--- config.mk ---
export PLATFORM = sky130hd
export DESIGN_NAME = ir_uart_resp_parser
export DESIGN_NICKNAME = d
export VERILOG_FILES = /design/src/rtl/ir_uart_resp_parser_pkg.sv /design/src/rtl/ir_uart_resp_parser_rx_byte.sv /design/src/rtl/ir_uart_resp_parser.sv
export SDC_FILE = /design/constraint.sdc
export NUM_CORES = 1
export LEC_CHECK = 0
export ABC_AREA = 1
export CORE_UTILIZATION = 43
export CTS_CLUSTER_SIZE = 12
export DETAILED_ROUTE_END_ITERATION = 10
export DONT_BUFFER_PORTS = 1
export GPL_TIMING_DRIVEN = 0
export PLACE_DENSITY = 0.62
export SYNTH_ARGS = -nofsm -noshare
export SYNTH_HDL_FRONTEND = slang
export SYNTH_SLANG_ARGS = --single-unit
--- constraint.sdc ---
create_clock -name iClk -period 5.95 [get_ports iClk]
set_input_delay 1.785 -clock iClk [delete_from_list [all_inputs] [get_ports iClk]]
set_output_delay 1.785 -clock iClk [all_outputs]
set_load 0.02 [all_outputs]
--- src/rtl/ir_uart_resp_parser_pkg.sv ---
// ----------------------------------------------------------------------------
// ir_uart_resp_parser_pkg
// Shared constants for the IR sensor UART response path: frame delimiter
// bytes, error cause codes and the frame parser state encoding.
// ----------------------------------------------------------------------------
package ir_uart_resp_parser_pkg;

  // Frame delimiters: 0x55 0xAA CMD LEN payload... CHK 0xF0
  localparam logic [7:0] HDR0_BYTE = 8'h55;
  localparam logic [7:0] HDR1_BYTE = 8'hAA;
  localparam logic [7:0] TAIL_BYTE = 8'hF0;

  // Held error cause reported on oErr_Code
  localparam logic [1:0] ERR_NONE        = 2'd0;
  localparam logic [1:0] ERR_CHK_TAIL    = 2'd1;
  localparam logic [1:0] ERR_STOP        = 2'd2;
  localparam logic [1:0] ERR_TIMEOUT_LEN = 2'd3;

  // Each state names the byte the parser expects next
  typedef enum logic [2:0] {
    P_HUNT_H0,
    P_HUNT_H1,
    P_CMD,
    P_LEN,
    P_PAYLOAD,
    P_CHK,
    P_TAIL
  } parser_state_e;

  // Hunt states are outside any frame: no timeout, framing errors ignored
  function automatic logic is_hunt(input parser_state_e s);
    return (s == P_HUNT_H0) || (s == P_HUNT_H1);
  endfunction

endpackage

--- src/rtl/ir_uart_resp_parser_rx_byte.sv ---
// ----------------------------------------------------------------------------
// ir_uart_rx_byte
// Generic 8N1 UART byte receiver. The asynchronous line is synchronised,
// a falling edge starts a half-bit delay to the start-bit centre, then data
// bits are sampled once per bit time LSB first, followed by the stop bit.
//
// Ports:
//   iClk          system clock
//   iRst_N        asynchronous active-low reset
//   rxd_i         raw UART line, asynchronous, idle high
//   data_o        last received byte (valid while byte_valid_o is high)
//   byte_valid_o  one-cycle pulse: byte received with a good stop bit
//   byte_ferr_o   one-cycle pulse: stop bit sampled low (framing error)
// ----------------------------------------------------------------------------
module ir_uart_rx_byte #(
  parameter int Freq_divider = 416
) (
  input  logic       iClk,
  input  logic       iRst_N,
  input  logic       rxd_i,
  output logic [7:0] data_o,
  output logic       byte_valid_o,
  output logic       byte_ferr_o
);

  localparam int CW = $clog2(Freq_divider);
  localparam logic [CW-1:0] BIT_LAST  = CW'(Freq_divider - 1);
  localparam logic [CW-1:0] HALF_LAST = CW'(Freq_divider / 2 - 1);

  typedef enum logic [2:0] {
    RX_IDLE,
    RX_START,
    RX_DATA,
    RX_STOP,
    RX_WAIT_HIGH
  } rx_state_e;

  rx_state_e      state_q;
  logic [1:0]     sync_q;
  logic           prev_q;
  logic [CW-1:0]  cnt_q;
  logic [2:0]     bit_q;
  logic [7:0]     shift_q;
  logic           valid_q;
  logic           ferr_q;

  logic rxd_s;
  logic fall;

  assign rxd_s = sync_q[1];
  assign fall  = prev_q & ~rxd_s;

  // NOTE: sequential state uses non-blocking (<=) so every flop samples the
  // pre-edge values; blocking here would create order-dependent simulation.
  always_ff @(posedge iClk or negedge iRst_N) begin
    if (!iRst_N) begin
      // Synchroniser resets to the idle-high line level so no false edge
      sync_q  <= 2'b11;
      prev_q  <= 1'b1;
      state_q <= RX_IDLE;
      cnt_q   <= '0;
      bit_q   <= '0;
      shift_q <= '0;
      valid_q <= 1'b0;
      ferr_q  <= 1'b0;
    end else begin
      sync_q  <= {sync_q[0], rxd_i};
      prev_q  <= rxd_s;
      valid_q <= 1'b0;
      ferr_q  <= 1'b0;
      case (state_q)
        RX_IDLE: begin
          if (fall) begin
            state_q <= RX_START;
            cnt_q   <= '0;
          end
        end
        RX_START: begin
          if (cnt_q == HALF_LAST) begin
            cnt_q <= '0;
            bit_q <= '0;
            // Still low at the start-bit centre: real start, else a glitch
            state_q <= rxd_s ? RX_IDLE : RX_DATA;
          end else begin
            cnt_q <= cnt_q + CW'(1);
          end
        end
        RX_DATA: begin
          if (cnt_q == BIT_LAST) begin
            cnt_q   <= '0;
            shift_q <= {rxd_s, shift_q[7:1]};
            bit_q   <= bit_q + 3'd1;
            if (bit_q == 3'd7) state_q <= RX_STOP;
          end else begin
            cnt_q <= cnt_q + CW'(1);
          end
        end
        RX_STOP: begin
          if (cnt_q == BIT_LAST) begin
            cnt_q <= '0;
            if (rxd_s) begin
              valid_q <= 1'b1;
              state_q <= RX_IDLE;
            end else begin
              ferr_q  <= 1'b1;
              state_q <= RX_WAIT_HIGH;
            end
          end else begin
            cnt_q <= cnt_q + CW'(1);
          end
        end
        RX_WAIT_HIGH: begin
          // A held-low line (break) must not be mistaken for a new start bit
          if (rxd_s) state_q <= RX_IDLE;
        end
        default: state_q <= RX_IDLE;
      endcase
    end
  end

  assign data_o       = shift_q;
  assign byte_valid_o = valid_q;
  assign byte_ferr_o  = ferr_q;

endmodule

--- src/rtl/ir_uart_resp_parser.sv ---
// ----------------------------------------------------------------------------
// ir_uart_resp_parser
// Deserialises the IR sensor UART reply stream and parses response frames
// 0x55 0xAA CMD LEN payload[LEN] CHK 0xF0, CHK = (CMD+LEN+payload) mod 256.
// Good frames are committed to a host-visible buffer with a one-cycle
// oFrame_Valid pulse; bad frames give a one-cycle oFrame_Err and a held code.
//
// Ports:
//   iClk, iRst_N   clock, asynchronous active-low reset
//   iEn            parser enable; low forces hunt state, no pulses
//   iIR_UART_RxD   raw UART line from the sensor
//   iRd_Index      committed payload byte index
//   oRd_Data       committed payload byte [iRd_Index] (combinational)
//   oCmd, oLen     command ID / payload length of the last good frame
//   oFrame_Valid   one-cycle pulse: good frame committed
//   oFrame_Err     one-cycle pulse: frame aborted
//   oErr_Code      held cause: 0 none, 1 chk/tail, 2 stop bit, 3 timeout/len
// ----------------------------------------------------------------------------
module ir_uart_resp_parser
  import ir_uart_resp_parser_pkg::*;
#(
  parameter int Freq_divider = 416,
  parameter int MAX_LEN      = 8,
  parameter int TIMEOUT_CYC  = 8320
) (
  input  logic                         iClk,
  input  logic                         iRst_N,
  input  logic                         iEn,
  input  logic                         iIR_UART_RxD,
  input  logic [$clog2(MAX_LEN)-1:0]   iRd_Index,
  output logic [7:0]                   oRd_Data,
  output logic [7:0]                   oCmd,
  output logic [$clog2(MAX_LEN+1)-1:0] oLen,
  output logic                         oFrame_Valid,
  output logic                         oFrame_Err,
  output logic [1:0]                   oErr_Code
);

  localparam int IDX_W = $clog2(MAX_LEN);
  localparam int LW    = $clog2(MAX_LEN + 1);
  localparam int TW    = $clog2(TIMEOUT_CYC + 1);
  localparam logic [7:0]    MAX_LEN_B = 8'(MAX_LEN);
  localparam logic [TW-1:0] TO_LAST   = TW'(TIMEOUT_CYC - 1);

  logic [7:0] rx_data;
  logic       rx_valid;
  logic       rx_ferr;

  ir_uart_rx_byte #(
    .Freq_divider (Freq_divider)
  ) u_rx (
    .iClk         (iClk),
    .iRst_N       (iRst_N),
    .rxd_i        (iIR_UART_RxD),
    .data_o       (rx_data),
    .byte_valid_o (rx_valid),
    .byte_ferr_o  (rx_ferr)
  );

  parser_state_e  state_q;
  logic [7:0]     cmd_w_q;
  logic [LW-1:0]  len_w_q;
  logic [LW-1:0]  idx_q;
  logic [7:0]     sum_q;
  logic           chk_bad_q;
  logic [TW-1:0]  to_cnt_q;
  logic [TW-1:0]  to_cnt_d;
  logic           timeout_hit;
  logic [7:0]     wbuf_q [MAX_LEN];
  logic [7:0]     cbuf_q [MAX_LEN];
  logic [7:0]     cmd_q;
  logic [LW-1:0]  len_q;
  logic           valid_q;
  logic           err_q;
  logic [1:0]     err_code_q;

  // Inter-byte timeout: cleared by every received byte and while hunting.
  // NOTE: every always_comb output gets a default first so no path leaves
  // it unassigned, which would otherwise infer a latch.
  always_comb begin
    to_cnt_d    = to_cnt_q + TW'(1);
    timeout_hit = 1'b0;
    if (!iEn || rx_valid || is_hunt(state_q)) begin
      to_cnt_d = '0;
    end else if (to_cnt_q == TO_LAST) begin
      timeout_hit = 1'b1;
    end
  end

  always_ff @(posedge iClk or negedge iRst_N) begin
    if (!iRst_N) begin
      state_q    <= P_HUNT_H0;
      cmd_w_q    <= '0;
      len_w_q    <= '0;
      idx_q      <= '0;
      sum_q      <= '0;
      chk_bad_q  <= 1'b0;
      to_cnt_q   <= '0;
      cmd_q      <= '0;
      len_q      <= '0;
      valid_q    <= 1'b0;
      err_q      <= 1'b0;
      err_code_q <= ERR_NONE;
      // NOTE: both buffers are reset: the committed one must read 0x00 after
      // reset, and clearing the work buffer keeps short frames from copying
      // unknown bytes into it.
      for (int i = 0; i < MAX_LEN; i++) begin
        wbuf_q[i] <= '0;
        cbuf_q[i] <= '0;
      end
    end else begin
      valid_q  <= 1'b0;
      err_q    <= 1'b0;
      to_cnt_q <= to_cnt_d;
      if (!iEn) begin
        state_q <= P_HUNT_H0;
      end else if (rx_valid) begin
        // A byte arriving on the timeout cycle takes priority over the abort
        case (state_q)
          P_HUNT_H0: begin
            if (rx_data == HDR0_BYTE) state_q <= P_HUNT_H1;
          end
          P_HUNT_H1: begin
            if (rx_data == HDR1_BYTE)      state_q <= P_CMD;
            else if (rx_data == HDR0_BYTE) state_q <= P_HUNT_H1;
            else                           state_q <= P_HUNT_H0;
          end
          P_CMD: begin
            cmd_w_q <= rx_data;
            sum_q   <= rx_data;
            state_q <= P_LEN;
          end
          P_LEN: begin
            if (rx_data > MAX_LEN_B) begin
              err_q      <= 1'b1;
              err_code_q <= ERR_TIMEOUT_LEN;
              state_q    <= P_HUNT_H0;
            end else begin
              len_w_q <= rx_data[LW-1:0];
              sum_q   <= sum_q + rx_data;
              idx_q   <= '0;
              state_q <= (rx_data == 8'd0) ? P_CHK : P_PAYLOAD;
            end
          end
          P_PAYLOAD: begin
            wbuf_q[idx_q[IDX_W-1:0]] <= rx_data;
            sum_q <= sum_q + rx_data;
            idx_q <= idx_q + LW'(1);
            if ((idx_q + LW'(1)) == len_w_q) state_q <= P_CHK;
          end
          P_CHK: begin
            // Mismatch is only remembered so the tail byte is still consumed
            chk_bad_q <= (rx_data != sum_q);
            state_q   <= P_TAIL;
          end
          P_TAIL: begin
            if ((rx_data == TAIL_BYTE) && !chk_bad_q) begin
              for (int i = 0; i < MAX_LEN; i++) cbuf_q[i] <= wbuf_q[i];
              cmd_q      <= cmd_w_q;
              len_q      <= len_w_q;
              valid_q    <= 1'b1;
              err_code_q <= ERR_NONE;
            end else begin
              err_q      <= 1'b1;
              err_code_q <= ERR_CHK_TAIL;
            end
            state_q <= P_HUNT_H0;
          end
          default: state_q <= P_HUNT_H0;
        endcase
      end else if (rx_ferr && !is_hunt(state_q)) begin
        err_q      <= 1'b1;
        err_code_q <= ERR_STOP;
        state_q    <= P_HUNT_H0;
      end else if (timeout_hit) begin
        err_q      <= 1'b1;
        err_code_q <= ERR_TIMEOUT_LEN;
        state_q    <= P_HUNT_H0;
      end
    end
  end

  assign oRd_Data     = cbuf_q[iRd_Index];
  assign oCmd         = cmd_q;
  assign oLen         = len_q;
  assign oFrame_Valid = valid_q;
  assign oFrame_Err   = err_q;
  assign oErr_Code    = err_code_q;

endmodule

### After elaboration in Yosys (flattened, before gate mapping)

Index checks and enable logic that the tools add are counted.

* multipliers: 0
* reductions and logical operators: 31
* $add $sub $neg: 5
* shifts and indexed selects: 0
* divide/modulo/power cells: 0
* equality and inequality tests: 31
* bitwise gates (word level): 5
* order comparisons: 4
* muxes and demuxes: 63

Operators with widths (count)
* 64-bit bitwise mux: 1
* 3-bit 2-to-1 mux: 16
* 8-bit 2-to-1 mux: 4
* 9-bit 2-to-1 mux: 3
* 9-bit one-hot mux with 3 select lines: 1
* 8-bit binary-select mux with 3-bit select: 1
* 8-bit demux with 3-bit select: 1
* 8-bit one-hot mux with 3 select lines: 1
* 1-bit 2-to-1 mux: 21
* 4-bit AND reduction: 5
* 3-bit one-hot mux with 6 select lines: 1
* 8-bit == test (second input constant): 2
* 3-bit == test (second input constant): 5
* 3-bit one-hot mux with 5 select lines: 1
* 3-bit AND reduction: 5
* 14-bit by 1-bit adder with 14-bit output (second input constant): 1
* 14-bit == test (second input constant): 1
* 14-bit 2-to-1 mux: 1
* 3-bit by 2-bit == test with 1-bit output (second input constant): 4
* 2-bit 2-to-1 mux: 6
* 2-bit by 1-bit inequality test with 1-bit output (second input constant): 6
* 9-bit by 1-bit adder with 9-bit output (second input constant): 1
* 9-bit by 8-bit == test with 1-bit output (second input constant): 1
* 9-bit == test (second input constant): 1
* other kinds (32): 49

* logic and storage cells: 175
* memory bits (read-only): 0
* input port bits: 7
* memories: 0
* bits in registers: 214
* latch bits: 0
* memory bits (writable): 0

### Logic depth before layout (Yosys ltp)

Gate-level depths: netlist of the first run.

* depth after elaboration: 8
* mapped depth: 11
* depth with buffers taken out: 11

### Hierarchy

From an unflattened synthesis of the first run, not the netlist that was laid out.

* cell total of the unflattened synthesis: 1199
* area total of the unflattened synthesis: 10054.6 sq um

By module, submodules not included
* ir_uart_resp_parser: area an instance 8572.0 sq um, times used 1, cells an instance 1024, seq. area each 4654.5 sq um
* ir_uart_rx_byte: area an instance 1482.7 sq um, times used 1, cells an instance 175, seq. area each 704.4 sq um

### Worst setup path after synthesis of the first run

No wires, ideal clock.

* kind: input -> output
* start: input port iRd_Index[1]
* end: output port oRd_Data[5]
* arrival: 2.815 ns
* required time: 4.165 ns
* buffers on the path: 1
* stages: 6
* setup slack: 1.350 ns
* cells stage by stage: inv_1 > clkbuf_1 > o21ai_0 > o22ai_1 > nor2_1 > a31oi_1

* word-level cells in the longest chain between the ends: 4

RTL lines
* start: declaration: RTL line ir_uart_resp_parser.sv:30 `input logic [$clog2(MAX_LEN)-1:0] iRd_Index,`
* 3-bit NOT with 4-bit output (not written as such): RTL line ir_uart_resp_parser.sv:183 `assign oRd_Data = cbuf_q[iRd_Index];`
* 8-bit binary-select mux with 3-bit select: RTL line ir_uart_resp_parser.sv:183
* 8-bit 2-to-1 mux (not written as such) (2 in a row): RTL line ir_uart_resp_parser.sv:183
* end: declaration: RTL line ir_uart_resp_parser.sv:31 `output logic [7:0] oRd_Data,`

Every way passes these cells. The select of a mux whose other input is x is not followed.

### Final worst setup path of the first run

Same ends and word-level chain as after synthesis.

==> out/results.md, run 1 <==
- combinational family with the most area after synthesis: simple AND/OR/NAND/NOR gates
- clock input transition at the sequential cells of the worst setup and hold paths: 50 ps
- post-DP HPWL: 16,200 um
- vias per inst: 5.14
- number of unique standard cell types used by synthesis: 43
- total area of multi-input combinational cells: 3870 sq um
- netlist area before placement: 9760 sq um
- Leakage: 0.00531 uW
- max-cap viol count: 0
- remaining design rule violation count: 3
- gpl congestion: 0.853
- fillcell total: 2,125
- crit path max-delay cell type: sky130_fd_sc_hd__a31oi_1
- synth top area cells: sky130_fd_sc_hd__dfrtp_1 54%, sky130_fd_sc_hd__nand2_1 15%, sky130_fd_sc_hd__o21ai_0 7.4%, sky130_fd_sc_hd__nor2_1 4.4%, sky130_fd_sc_hd__inv_1 3.0%
- run status: complete, but fails checks
- areal power density over the cells: 297 nW/um^2
- violations in the final reports: DRC
- vias in the first global route: 7,289
- Sequential Area: 5360 sq um
- total of flip-flops plus latches after synthesis: 214
- share of the core filled with cells: 0.499
- antenna diode count: 0
- most frequent cells in the layout: 394 x sky130_fd_sc_hd__nand2_1, 211 x sky130_fd_sc_hd__dfrtp_1, 145 x sky130_fd_sc_hd__o21ai_0
- launching point of the worst reg2reg path: u_rx.data_o[1]$_DFFE_PN0P_
- Largest stage delay, worst path: 470 ps
- cell depth of the worst hold path: 0
- Worst Hold Path EP: u_rx.sync_q[1]$_DFF_PN1_
- r2r endpoint: sum_q[6]$_DFFE_PN0P_
- setup slack on the worst flop-to-flop path: 3500 ps
- worst setup slack after placement: 898 ps
- cell row count: 54
- number of standard cells in the final layout excluding fillers: 1,491
- switching component of the power: 727 uW
- worst min path class: reg2reg
- multiplexer area fraction after synthesis: 0
- number of clock sinks seen by CTS: 214
- critical-path cell list: inv_1, clkbuf_1, o21ai_0, o22ai_1, nor2_1, a31oi_1
- critical path fanouts, max: 10
- TritonRoute pass-1 iters: 10
- CTS tree: done
- maximum frequency from static timing analysis: 197 MHz
- Max Clock Skew: 14.3 ps
- fraction of final layout cells with drive strength greater than 1: 0.0784
- fraction of the yosys area taken by sequential cells: 0.549
- critical setup path kind: in2out
- Top Ports: 31
- final global-route overflow total: 0
- Synthesis Warnings: 0
- Wirelength per Cell: 15.8 um
- total via count in the routed design: 7,661
- cell taking the most area after synthesis: sky130_fd_sc_hd__dfrtp_1
- Final Max Tran Viols: 0
- most common library cell in the layout ignoring fill and taps: sky130_fd_sc_hd__nand2_1
- clock network fraction of design power: 0.492
- buffer count from post-CTS setup fixing: 0
- data arrival time of the worst path: 3300 ps
- min Tclk post-route: 5080 ps
- fraction of synthesized cell area taken by the top area cell type: 0.541
- # nets final: 1,214
- Resize count post-CTS: 0
- part of the cycle the worst path needs: 0.854
- Worst slew margin: 0.493
- unrepaired setup endpoints after global routing: no
- Gate power share: 0.050
- post-synthesis net count: 1,187
- global-route wire length before repair: 39,200 um
- R2R cell count: 9
- all-layer global routing usage: 0.209
- die area: 23,300 sq um
- Clock Tree Buf Depth: 3
- area overhead of the layout relative to synthesis: 12.5%
- slew at the pin closest to its max-slew limit: 761 ps
- final number of setup-violating endpoints: 0
- Post-Synth Simple-Gate Area: 0.261
- I/O Buffers: 0
- minimum setup slack in the final design: 869 ps
- total negative slack for setup checks: 0 ps
- source of the worst hold timing path: u_rx.sync_q[0]$_DFF_PN1_
- vertical die dimension: 153 um
- fraction of the mapped netlist area in compound gates: 0.111
- Peak supply drop: 0.205 mV
- final wirelength: 23,500 um
- net switching share of the total power: 0.223
- number of hold buffers added after CTS: 0
- largest net degree at the start of global routing: 215
- placed insts: 1,447
- antenna viol nets, final: 0
- root buffer cell: sky130_fd_sc_hd__clkbuf_16
- Setup crit end kind: primary output
- Critical Path RT: 4160 ps
- number of standard cells after synthesis: 1,167
- clock insertion delay at the later pin of the skew report: 520 ps
- CTS H-tree lvls: 1
- post-synthesis share of cell area spent on xor and xnor gates: 0.00718
- Internal: 2530 uW
- initial core utilization: 0.443
- CTS buffer count: 25
- initial antenna violation count: 0
- sequential share of power: 0.458
- number of hold-slack violations in the final timing report: 0
- post-synthesis adder-cell area fraction: 0.0174
- Starting DRT DRC Count: 559
- launching element type of the critical path: input pin
- placeable core region: 22,000 sq um
- mean cell area of the mapped netlist: 8.36 sq um
- width of the die: 153 um
[cell usage after synthesis]
cell type / count
sky130_fd_sc_hd__nand2_1: 394
sky130_fd_sc_hd__dfrtp_1: 211
sky130_fd_sc_hd__o21ai_0: 145
sky130_fd_sc_hd__nor2_1: 114
sky130_fd_sc_hd__inv_1: 79
sky130_fd_sc_hd__nand3_1: 40
sky130_fd_sc_hd__o21ai_1: 19
sky130_fd_sc_hd__buf_2: 17
sky130_fd_sc_hd__clkbuf_1: 17
sky130_fd_sc_hd__a21oi_1: 16
sky130_fd_sc_hd__nor3_1: 13
sky130_fd_sc_hd__ha_1: 12
sky130_fd_sc_hd__a31oi_1: 11
sky130_fd_sc_hd__o22ai_1: 9
sky130_fd_sc_hd__buf_4: 6
sky130_fd_sc_hd__inv_2: 6
sky130_fd_sc_hd__nand4_1: 6
sky130_fd_sc_hd__xnor2_1: 6
sky130_fd_sc_hd__nor2_4: 5
sky130_fd_sc_hd__nor4_1: 5
sky130_fd_sc_hd__nand4_4: 4
sky130_fd_sc_hd__dfstp_2: 3
sky130_fd_sc_hd__a21boi_0: 2
sky130_fd_sc_hd__nand3_2: 2
sky130_fd_sc_hd__nand4_2: 2
sky130_fd_sc_hd__nor2_2: 2
sky130_fd_sc_hd__nor3_4: 2
sky130_fd_sc_hd__nor3b_1: 2
sky130_fd_sc_hd__o211ai_1: 2
sky130_fd_sc_hd__xor2_1: 2
sky130_fd_sc_hd__a21o_1: 1
sky130_fd_sc_hd__a22o_1: 1
sky130_fd_sc_hd__buf_6: 1
sky130_fd_sc_hd__clkbuf_2: 1
sky130_fd_sc_hd__clkinv_2: 1
sky130_fd_sc_hd__fa_1: 1
sky130_fd_sc_hd__nand2_2: 1
sky130_fd_sc_hd__nand2_4: 1
sky130_fd_sc_hd__nand3_4: 1
sky130_fd_sc_hd__nand3b_1: 1
sky130_fd_sc_hd__nor3_2: 1
sky130_fd_sc_hd__o21a_1: 1
sky130_fd_sc_hd__or2_2: 1
[critical path: cells and delay by family]
kind | cells | cell delay, ps
AO/OA/AOI/OAI | 3 | 860
buffers and inverters | 2 | 580
AND/OR/NAND/NOR | 1 | 70
[per-stage QoR]
step           instance area, sq um  total power (uW)  hold WS [ps]
2_1_floorplan                  9760              1650           345
3_5_place_dp                  10100              1680           347
5_1_grt                       11000              3380           361
6_report                      11000              3260           355
3_3_place_gp                  10100              1680           346
4_1_cts                       11000              3300           355
[flip-flops by register name, summed over array words and instances, names as in the netlist, 2 cells and up]
signal	count
cbuf_q	64
cmd_w_q	8
idx_q	4
len_w_q	4
oCmd	8
oErr_Code	2
oLen	4
state_q	3
sum_q	8
to_cnt_q	14
u_rx.bit_q	3
u_rx.cnt_q	9
u_rx.data_o	8
u_rx.state_q	3
u_rx.sync_q	2
wbuf_q	64
[worst max-delay path by stage]
stage	cells past startpoint	slack, ps	start	endpoint
CTS	6	900	iRd_Index[1]	oRd_Data[5]
detailed placement	6	900	iRd_Index[1]	oRd_Data[5]
global placement	6	900	iRd_Index[1]	oRd_Data[5]
global route	6	780	iRd_Index[1]	oRd_Data[6]
floorplan	6	1350	iRd_Index[1]	oRd_Data[5]
finish	6	870	iRd_Index[1]	oRd_Data[5]
[layer usage]
metal / wire (um) / track usage / share of wire / up-vias
li1: - / - / - / 3833
met1: 11400 / 0.302 / 0.48 / 3650
met2: 10700 / 0.330 / 0.46 / 139
met3: 894 / 0.0310 / 0.038 / 39
met4: 497 / 0.0548 / 0.021 / 0
met5: 0 / 0 / 0 / -
[cell families after synthesis]
group | Yosys count
and+or+nand+nor | 597
buffers and inverters | 128
AOI/OAI and AO/OA | 207
adders and majority gates | 13
DFF | 214
xor gates and xnor gates | 8
[cell type report]
class                   count  area share
inverters                  86      0.0295
well taps                 280      0.0319
clock inverters             9      0.0154
plain buffers              42      0.0191
multi-input cells         825       0.352
clock buffers              35      0.0640
flip-flops and latches    214       0.488
[power by group through the flow]
stage                     sequential, uW  clock, uW  combinational [uW]
after floorplan                     1510          0                 131
after global placement              1520          0                 162
after detailed placement            1520          0                 166
after CTS                           1490       1640                 165
after global routing                1500       1700                 186
final                               1490       1600                 164
(Power assumes the default switching activity.)
==> run 2: changes to the inputs <==
Settings changed: CORE_UTILIZATION 43 to 65, PLACE_DENSITY 0.62 to 0.85.
==> run 2 against run 1 <==
Global-route usage up 9.7 points. Combinational power up 6%. Critical path depth unchanged. Critical path type unchanged. Die area down 33%. Clock skew down 7.3 ps. Non-clock buffer count unchanged. The run now ends clean. Wire length down 1.3%. Sequential power about the same.
==> out/results.md, run 2 (synthesis results as in run 1) <==
- run status: complete, no violations
- max-cap viol count: 0
- Final Max Tran Viols: 0
- number of clock sinks seen by CTS: 214
- final global-route overflow total: 0
- final number of setup-violating endpoints: 0
- launching element type of the critical path: input pin
- die area: 15,500 sq um
- Top Ports: 31
- worst min path class: reg2reg
- largest net degree at the start of global routing: 215
- initial core utilization: 0.669
- buffer count from post-CTS setup fixing: 0
- data arrival time of the worst path: 3270 ps
- Clock Tree Buf Depth: 3
- Internal: 2270 uW
- clock insertion delay at the later pin of the skew report: 500 ps
- global-route wire length before repair: 38,100 um
- vertical die dimension: 125 um
- antenna viol nets, final: 0
- area overhead of the layout relative to synthesis: 9.14%
- Leakage: 0.00521 uW
- placeable core region: 14,600 sq um
- cell row count: 44
- met3 usage in global routing: 0.0485
- cell depth of the worst hold path: 0
- Resize count post-CTS: 0
- Most Crowded Layer GR: met2
- Global Route met2 Usage: 0.508
- CTS tree: done
- met1 track utilization from global routing: 0.410
- TritonRoute pass-1 iters: 5
- switching component of the power: 675 uW
- total negative slack for setup checks: 0 ps
- vias in the first global route: 7,741
- Peak supply drop: 0.256 mV
- vias per inst: 5.74
- most common library cell in the layout ignoring fill and taps: sky130_fd_sc_hd__nand2_1
- sequential share of power: 0.506
- antenna diode count: 0
- all-layer global routing usage: 0.306
- Worst slew margin: 0.458
- net switching share of the total power: 0.229
- source of the worst hold timing path: u_rx.sync_q[0]$_DFF_PN1_
- Max Clock Skew: 6.99 ps
- areal power density over the cells: 277 nW/um^2
- clock input transition at the sequential cells of the worst setup and hold paths: 60 ps
- maximum frequency from static timing analysis: 198 MHz
- root buffer cell: sky130_fd_sc_hd__clkbuf_16
- total power of the final layout: 2950 uW
- Starting DRT DRC Count: 770
- unrepaired setup endpoints after global routing: no
- I/O Buffers: 0
- most frequent cells in the layout: 394 x sky130_fd_sc_hd__nand2_1, 211 x sky130_fd_sc_hd__dfrtp_1, 145 x sky130_fd_sc_hd__o21ai_0
- launching point of the worst reg2reg path: u_rx.data_o[1]$_DFFE_PN0P_
- Gate power share: 0.059
- startpoint of the most critical setup path: iRd_Index[1]
- R2R cell count: 9
- critical setup path kind: in2out
- CTS H-tree lvls: 1
- CTS buffer count: 22
- clock network fraction of design power: 0.435
- number of hold-slack violations in the final timing report: 0
- critical path fanouts, max: 10
- Wirelength per Cell: 16.7 um
- largest registers in the final layout: cbuf_q x64, wbuf_q x64, to_cnt_q x14
- gpl congestion: 0.875
- part of the cycle the worst path needs: 0.850
- final wirelength: 23,200 um
- width of the die: 125 um
- initial antenna violation count: 0
- slew at the pin closest to its max-slew limit: 814 ps
- remaining design rule violation count: 0
- post-DP HPWL: 15,400 um
- # nets final: 1,211
- number of hold buffers added after CTS: 0
- Setup crit end kind: primary output
- total via count in the routed design: 7,971
- min Tclk post-route: 5060 ps
- fraction of final layout cells with drive strength greater than 1: 0.0689
- Critical Path RT: 4160 ps
run 2: area by class of cell:
cell class	instances	area (sq um)
clock buffer	38	662
tap	184	230
inverter	86	324
buffer	42	210
fill	1065	3940
multi-input combinational	825	3870
sequential	214	5360
run 2: final timing paths:
path,slack (ps),endpoint
setup / recovery,890,oRd_Data[6]
hold / removal,360,u_rx.sync_q[1]$_DFF_PN1_
setup reg to reg,3470,sum_q[6]$_DFFE_PN0P_
hold reg to reg,360,u_rx.sync_q[1]$_DFF_PN1_
max in group asynchronous,4670,u_rx.sync_q[1]$_DFF_PN1_
min in group asynchronous,990,cbuf_q[49]$_DFFE_PN0P_
run 2: metal layers:
metal | up-vias | part of all wire
met2 | 296 | 0.49
met5 | - | 0
li1 | 3819 | -
met3 | 64 | 0.066
met1 | 3792 | 0.41
met4 | 0 | 0.036
run 2: through the flow:
step,hold slack (ps),cell area [sq um],instances,utilization,worst slack (ps)
2_1_floorplan,345,9760,1167,-,1350
3_3_place_gp,346,9990,1351,0.685,950
3_5_place_dp,349,9990,1351,0.685,912
4_1_cts,362,10700,1389,0.730,914
5_1_grt,361,10700,1389,0.730,810
6_report,362,10700,1389,0.730,895
run 2: critical path, stage by stage:
cell	delay [ps]
sky130_fd_sc_hd__inv_1	130
sky130_fd_sc_hd__clkbuf_1	390
sky130_fd_sc_hd__o21ai_0	210
sky130_fd_sc_hd__o22ai_1	230
sky130_fd_sc_hd__nor2_1	60
sky130_fd_sc_hd__a31oi_1	460
run 2: power by group through the flow:
| stage | clock network [uW] | registers (uW) | logic (uW) |
|---|---|---|---|
| 2_1_floorplan | 0 | 1510 | 131 |
| 3_3_place_gp | 0 | 1520 | 160 |
| 3_5_place_dp | 0 | 1520 | 166 |
| 4_1_cts | 1300 | 1490 | 172 |
| 5_1_grt | 1340 | 1500 | 194 |
| 6_report | 1280 | 1490 | 174 |
